`config.mk`:
```
export PLATFORM = sky130hd
export DESIGN_NAME = bios_stream_loader
export DESIGN_NICKNAME = d
export VERILOG_FILES = /design/src/rtl/bios_stream_loader.sv
export SDC_FILE = /design/constraint.sdc
export NUM_CORES = 1
export LEC_CHECK = 0
export ABC_AREA = 0
export CAP_MARGIN = 20
export CORE_ASPECT_RATIO = 1.2
export CORE_MARGIN = 2
export CORE_UTILIZATION = 30
export DETAILED_ROUTE_END_ITERATION = 12
export PLACE_DENSITY_LB_ADDON = 0.05
export SYNTH_ARGS = -nofsm -noshare
export SYNTH_HDL_FRONTEND = slang
export SYNTH_SLANG_ARGS = --single-unit
export TNS_END_PERCENT = 100
```
`constraint.sdc`:
```
create_clock -name clk_sys -period 4.95 [get_ports clk_sys]
set_input_delay 0.495 -clock clk_sys [delete_from_list [all_inputs] [get_ports clk_sys]]
set_output_delay 0.495 -clock clk_sys [all_outputs]
set_load 0.02 [all_outputs]
```
`src/rtl/bios_stream_loader.sv`:
```
// Streams the hps_io BIOS download into the Next186 BIOS port: byte pairs -> 16-bit words -> word FIFO.
// Optional feature macro: BIOS_CHECKSUM_EN (adds a running word checksum on bios_csum).
module bios_stream_loader #(
  parameter int WORDS = 8192,
  parameter int DEPTH = 16,
  parameter int INDEX = 0
) (
  input  logic        clk_sys,
  input  logic        reset_n,
  input  logic        ioctl_download,
  input  logic [7:0]  ioctl_index,
  input  logic        ioctl_wr,
  input  logic [24:0] ioctl_addr,
  input  logic [7:0]  ioctl_dout,
  output logic        ioctl_wait,
  output logic [12:0] bios_addr,
  output logic [15:0] bios_din,
  output logic        bios_wr,
  input  logic        bios_req,
  output logic        bios_loaded,
  output logic        bios_ovf,
  output logic [15:0] bios_csum
);
  localparam int         PW      = $clog2(DEPTH);
  localparam logic [PW:0] FULL    = (PW+1)'(DEPTH);
  localparam logic [PW:0] WAIT_TH = (PW+1)'(DEPTH-2);
  localparam logic [13:0] WMAX    = 14'(WORDS);
  localparam logic [5:0]  IDX     = 6'(INDEX);

  typedef enum logic [1:0] {IDLE, LOAD, DRAIN, DONE} state_t;
  state_t state, state_nx;

  logic          dl_q, start, fall;
  logic          pending, cap_lo, mk_word;
  logic [7:0]    lo_byte;
  logic [15:0]   word_in, stg_word;
  logic          stg_vld;
  logic [13:0]   acc_cnt, word_cnt;
  logic [15:0]   mem [DEPTH];
  logic [PW-1:0] wr_ptr, rd_ptr;
  logic [PW:0]   cnt;
  logic          push, pop;
  logic          unused;

  assign unused = ^{ioctl_addr[24:1], ioctl_index[7:6]};

  assign start = ioctl_download & ~dl_q & (ioctl_index[5:0] == IDX);
  assign fall  = ~ioctl_download & dl_q;

  always_comb begin
    state_nx = state;
    cap_lo   = 1'b0;
    mk_word  = 1'b0;
    word_in  = {ioctl_dout, lo_byte};
    case (state)
      LOAD: begin
        // An odd-length image leaves a low byte pending; flush it zero-padded on the fall.
        if (fall) begin
          state_nx = DRAIN;
          mk_word  = pending;
          word_in  = {8'h00, lo_byte};
        end else if (ioctl_wr) begin
          cap_lo  = ~ioctl_addr[0];
          mk_word = ioctl_addr[0];
        end
      end
      DRAIN: if (cnt == '0 && !pending && !stg_vld) state_nx = DONE;
      default: ;
    endcase
    if (start) begin
      state_nx = LOAD;
      cap_lo   = 1'b0;
      mk_word  = 1'b0;
    end
  end

  always_ff @(posedge clk_sys or negedge reset_n) begin
    if (!reset_n) begin
      state       <= IDLE;
      dl_q        <= 1'b0;
      pending     <= 1'b0;
      lo_byte     <= 8'h00;
      stg_vld     <= 1'b0;
      stg_word    <= 16'h0000;
      acc_cnt     <= '0;
      bios_ovf    <= 1'b0;
      bios_loaded <= 1'b0;
    end else begin
      state <= state_nx;
      dl_q  <= ioctl_download;
      if (start) begin
        pending     <= 1'b0;
        stg_vld     <= 1'b0;
        acc_cnt     <= '0;
        bios_ovf    <= 1'b0;
        bios_loaded <= 1'b0;
      end else begin
        stg_vld <= 1'b0;
        if (cap_lo) begin
          lo_byte <= ioctl_dout;
          pending <= 1'b1;
        end
        // Words past the image size are dropped here, so the FIFO and bios_addr never exceed WORDS.
        if (mk_word) begin
          pending <= 1'b0;
          if (acc_cnt < WMAX) begin
            stg_vld  <= 1'b1;
            stg_word <= word_in;
            acc_cnt  <= acc_cnt + 14'd1;
          end else begin
            bios_ovf <= 1'b1;
          end
        end
        if (state == DRAIN && state_nx == DONE) bios_loaded <= 1'b1;
      end
    end
  end

  assign bios_wr   = (cnt != '0);
  assign bios_din  = bios_wr ? mem[rd_ptr] : 16'h0000;
  assign bios_addr = word_cnt[12:0];
  assign pop       = bios_wr & bios_req;
  assign push      = stg_vld & ((cnt != FULL) | pop);

  always_ff @(posedge clk_sys) begin
    if (push) mem[wr_ptr] <= stg_word;
  end

  always_ff @(posedge clk_sys or negedge reset_n) begin
    if (!reset_n) begin
      wr_ptr     <= '0;
      rd_ptr     <= '0;
      cnt        <= '0;
      word_cnt   <= '0;
      ioctl_wait <= 1'b0;
    end else if (start) begin
      wr_ptr     <= '0;
      rd_ptr     <= '0;
      cnt        <= '0;
      word_cnt   <= '0;
      ioctl_wait <= 1'b0;
    end else begin
      if (push) wr_ptr <= wr_ptr + PW'(1);
      if (pop)  rd_ptr <= rd_ptr + PW'(1);
      case ({push, pop})
        2'b10:   cnt <= cnt + (PW+1)'(1);
        2'b01:   cnt <= cnt - (PW+1)'(1);
        default: ;
      endcase
      if (pop && word_cnt < WMAX) word_cnt <= word_cnt + 14'd1;
      // Two free slots remain when this asserts: one staged word plus one in-flight byte pair.
      ioctl_wait <= (cnt >= WAIT_TH);
    end
  end

`ifdef BIOS_CHECKSUM_EN
  logic [15:0] csum;
  always_ff @(posedge clk_sys or negedge reset_n) begin
    if (!reset_n)   csum <= 16'h0000;
    else if (start) csum <= 16'h0000;
    else if (pop)   csum <= csum + bios_din;
  end
  assign bios_csum = csum;
`else
  assign bios_csum = 16'h0000;
`endif

endmodule

```
==> run_summary.xml <==
<?xml version="1.0" encoding="UTF-8"?>
<metrics>
  <group name="clocking">
    <metric name="htree_levels" unit="">2</metric>
    <metric name="cts.root.buffer_cell" unit="">sky130_fd_sc_hd__clkbuf_16</metric>
    <metric name="cts_tree" unit="">done</metric>
    <metric name="worst_setup_hold_path_clk_slew" unit="ns">0.06</metric>
    <metric name="cts_buffers" unit="">37</metric>
    <metric name="cts.sink_count" unit="">329</metric>
    <metric name="post_cts_setup_bufs" unit="">0</metric>
    <metric name="clkLatencyLatePin" unit="ns">0.53</metric>
    <metric name="cts_resized" unit="">0</metric>
    <metric name="clock_tree.buffer_depth" unit="">3</metric>
  </group>
  <group name="synthesis">
    <metric name="number_of_distinct_library_cells_after_synthesis" unit="">52</metric>
    <metric name="synthesis.yosys.warnings" unit="">0</metric>
    <metric name="async_reset_ff_share" unit="%">22.2</metric>
    <metric name="yosys_register_bits" unit="">329</metric>
    <metric name="synth-edff-count" unit="">256</metric>
    <metric name="syn-cell-area" unit="sq um">13600</metric>
    <metric name="synthesis.instances" unit="">781</metric>
    <metric name="synth_seq_area_share" unit="%">70.1</metric>
    <metric name="synth_top_flop_cell" unit="">sky130_fd_sc_hd__edfxtp_1</metric>
    <metric name="post_synth.cell_area_avg" unit="sq um">17.4</metric>
  </group>
  <group name="layout">
    <metric name="area_growth" unit="%">18.2</metric>
    <metric name="fillerInstances" unit="">4221</metric>
    <metric name="fin_cells" unit="">1495</metric>
    <metric name="area.sequential" unit="sq um">9520</metric>
    <metric name="most-common-layout-cells" unit="">sky130_fd_sc_hd__edfxtp_1, sky130_fd_sc_hd__dfrtp_1, sky130_fd_sc_hd__mux4_2, sky130_fd_sc_hd__clkdlybuf4s50_1, sky130_fd_sc_hd__clkbuf_16</metric>
    <metric name="finish.utilization" unit="%">35.8</metric>
    <metric name="num_antenna_cells" unit="">0</metric>
    <metric name="fin_nets" unit="">917</metric>
    <metric name="mostFrequentLayoutCell" unit="">sky130_fd_sc_hd__edfxtp_1</metric>
    <metric name="footprint_of_the_multi_input_gates" unit="sq um">3700</metric>
    <metric name="layout-drive-gt1-share" unit="%">21.3</metric>
  </group>
  <group name="hold_path">
    <metric name="timing.hold.worst.class" unit="">reg2reg</metric>
    <metric name="hold_path.startpoint" unit="">bios_loaded</metric>
    <metric name="whs_endpoint" unit="">bios_loaded</metric>
    <metric name="hold_depth" unit="">1</metric>
  </group>
  <group name="floorplanning">
    <metric name="floorplan.initialDensity" unit="%">30.3</metric>
    <metric name="die_outline_area" unit="sq um">47000</metric>
    <metric name="rows" unit="">85</metric>
    <metric name="coreArea" unit="sq um">44800</metric>
    <metric name="die_w" unit="um">198</metric>
    <metric name="die_height" unit="um">237</metric>
    <metric name="io_pins" unit="">95</metric>
  </group>
  <group name="critical_path">
    <metric name="worst-endpoint-arrival" unit="ns">3.43</metric>
    <metric name="reg2regPathDepth" unit="">9</metric>
    <metric name="critical_path_depth" unit="">5</metric>
    <metric name="worst-endpoint-required" unit="ns">4.45</metric>
    <metric name="path_cells" unit="">nor4_4, nand2_1, nand2b_1, o22ai_1, clkdlybuf4s50_1</metric>
    <metric name="timing.reg2reg.setup_slack" unit="ns">1.83</metric>
    <metric name="timing.critical_path.max_delay_family" unit="">simple AND/OR/NAND/NOR gates</metric>
    <metric name="worst_setup_path_start_kind" unit="">flip-flop</metric>
    <metric name="slowest_delay" unit="ns">0.65</metric>
    <metric name="timing.critical_path.fanout_max" unit="">13</metric>
    <metric name="kind_of_capture_point_of_the_worst_setup_path" unit="">primary output</metric>
    <metric name="rr_endpoint" unit="">cnt[4]</metric>
    <metric name="critical-path-slowest-cell" unit="">sky130_fd_sc_hd__nand2b_1</metric>
    <metric name="critical_path_buf_inv_count" unit="">1</metric>
    <metric name="worst_r2r_startpoint" unit="">cnt[1]</metric>
    <metric name="crit_type" unit="">reg2out</metric>
  </group>
  <group name="global_route">
    <metric name="grt_first_pass_wirelength" unit="mm">49.5</metric>
    <metric name="grt_pass1_vias" unit="">7598</metric>
    <metric name="grt_max_degree" unit="">48</metric>
    <metric name="globalRouteOverflowTotal" unit="">0</metric>
    <metric name="grt_antenna_before_repair" unit="">0</metric>
    <metric name="groute.usage.overall" unit="%">14.5</metric>
  </group>
  <group name="power">
    <metric name="cellLeakagePower" unit="nW">5.47</metric>
    <metric name="cellPowerDensity" unit="nW/um^2">531</metric>
    <metric name="irDropWorstVdd" unit="mV">0.307</metric>
  </group>
  <group name="timing">
    <metric name="finalCriticalPeriod" unit="ns">3.92</metric>
    <metric name="rsz0062_at_grt" unit="">no</metric>
    <metric name="final.period_utilization" unit="%">79.3</metric>
    <metric name="max_slew_violations" unit="">0</metric>
    <metric name="tightest_slew" unit="ns">0.933</metric>
    <metric name="worst_clock_skew_on_the_final_layout" unit="ns">0.0132</metric>
    <metric name="achievable-frequency" unit="MHz">255</metric>
    <metric name="finalHoldViolations" unit="">0</metric>
    <metric name="setup_tns" unit="ns">0</metric>
    <metric name="slew_headroom" unit="%">37.8</metric>
    <metric name="setup-violations-final" unit="">0</metric>
  </group>
  <group name="routing">
    <metric name="drc" unit="">0</metric>
    <metric name="dr_total_vias" unit="">7139</metric>
    <metric name="route.detailed.wl_per_inst" unit="um">22.0</metric>
    <metric name="wirelength" unit="mm">32.8</metric>
    <metric name="drt-pass1-iter-count" unit="">4</metric>
    <metric name="via_per_inst" unit="">4.78</metric>
    <metric name="drtAntennaViolNets" unit="">0</metric>
    <metric name="drt_first_iter_violations" unit="">352</metric>
  </group>
  <group name="placed_design">
    <metric name="detailedPlacementHpwl" unit="mm">20.2</metric>
    <metric name="routabilityCongestion" unit="">0.710</metric>
    <metric name="numPortBuffers" unit="">52</metric>
    <metric name="post_placement_cell_count" unit="">1426</metric>
  </group>
  <group name="status">
    <metric name="outcome" unit="">completed</metric>
  </group>
  <group name="run">
    <metric name="maxCapViolCount" unit="">0</metric>
  </group>
</metrics>
## worst max-delay path by stage
stage	start	to	slack [ns]
detailed placement	cnt[1]	bios_din[6]	1.56
global placement	cnt[1]	bios_din[6]	1.63
finish	cnt[1]	bios_din[1]	1.03
floorplan	wr_ptr[0]	mem[2][0]	2.16
CTS	cnt[1]	bios_din[6]	0.98
global route	cnt[4]	bios_din[6]	0.78
## worst register-to-register path: stages (launching register included)
cell                      delay (ns)
sky130_fd_sc_hd__dfrtp_1        0.47
sky130_fd_sc_hd__or4_4          0.64
sky130_fd_sc_hd__o21ai_4        0.25
sky130_fd_sc_hd__nor2_1         0.15
sky130_fd_sc_hd__fa_1           0.44
sky130_fd_sc_hd__a21o_1         0.20
sky130_fd_sc_hd__a21oi_1        0.27
sky130_fd_sc_hd__nor3_1         0.10
sky130_fd_sc_hd__a311o_1        0.33
sky130_fd_sc_hd__a31oi_1        0.18
## synthesized netlist by cell type, types with 7 or more instances
library cell / instances / area, sq um
sky130_fd_sc_hd__mux2i_1: 36 / 360
sky130_fd_sc_hd__nand4_1: 9 / 56.3
sky130_fd_sc_hd__buf_2: 13 / 65.1
sky130_fd_sc_hd__xnor2_1: 10 / 87.6
sky130_fd_sc_hd__ha_1: 13 / 163
sky130_fd_sc_hd__dfrtp_1: 73 / 1830
sky130_fd_sc_hd__nor2_1: 42 / 158
sky130_fd_sc_hd__inv_1: 24 / 90.1
sky130_fd_sc_hd__mux2_2: 16 / 180
sky130_fd_sc_hd__buf_4: 32 / 240
sky130_fd_sc_hd__o21ai_0: 16 / 80.1
sky130_fd_sc_hd__nor4_1: 7 / 43.8
sky130_fd_sc_hd__edfxtp_1: 256 / 7690
sky130_fd_sc_hd__o22ai_1: 16 / 100
sky130_fd_sc_hd__xor2_1: 18 / 158
sky130_fd_sc_hd__nand3_1: 21 / 105
sky130_fd_sc_hd__nand2_1: 22 / 82.6
sky130_fd_sc_hd__clkbuf_1: 9 / 33.8
sky130_fd_sc_hd__a21oi_1: 16 / 80.1
sky130_fd_sc_hd__mux4_2: 64 / 1440
sky130_fd_sc_hd__or3_1: 7 / 43.8
## per-stage QoR
stage	worst slack (ns)	cell area, sq um	power, W	hold slack [ns]
final	1.03	16000	0.00852	0.497
after detailed placement	1.56	14800	0.00595	0.484
after floorplan	2.16	13600	0.00504	0.199
after global routing	0.777	16000	0.00895	0.515
after global placement	1.63	14800	0.00590	0.480
after CTS	0.978	16000	0.00869	0.489
## area by class of cell
| class | count | area share (%) |
|---|---|---|
| repair buffers | 82 | 4.80 |
| flip-flops and latches | 329 | 59.3 |
| multi-input cells | 382 | 23.1 |
| well taps | 609 | 4.75 |
| inverters | 25 | 0.585 |
| clock buffers | 45 | 6.28 |
| clock inverters | 23 | 1.19 |
## registers in the layout (all words and copies together), names as in the netlist, 2 cells and up
| register | flops |
|---|---|
| wr_ptr | 4 |
| mem | 256 |
| rd_ptr | 4 |
| state | 2 |
| cnt | 5 |
| lo_byte | 8 |
| word_cnt | 14 |
| stg_word | 16 |
| acc_cnt | 14 |
## what timing repair did
action,in CTS,in global routing
hold buffers,1,0
endpoints found under the hold margin,40,0
setup endpoints to repair,0,0
## layer usage
metal	up-vias	track usage, %	wire length [um]
met3	60	2.58	1400
li1	3157	-	-
met5	-	0	0
met1	3770	19.1	14500
met4	0	4.37	792
met2	152	24.3	16200
## power by group
part	leakage [nW]	switching [W]	internal, W
registers	3.14	0.000419	0.00324
clock network	0.591	0.00108	0.00161
logic	1.74	0.00111	0.00106
## kinds of logic (layout without fill, tap and decap cells)
family / count (synthesis) / count (layout) / share of synthesized area (%)
AO/OA/AOI/OAI: 66 / 66 / 3.20
XOR/XNOR: 28 / 28 / 1.81
adder cells (fa/ha/maj): 14 / 14 / 1.35
buffers and inverters: 85 / 175 / 3.36
flip-flops: 329 / 329 / 70.1
multiplexers: 117 / 117 / 14.7
other: 1 / 16 / 0.0276
AND/OR/NAND/NOR: 141 / 141 / 5.50
(Power assumes the default switching activity.)
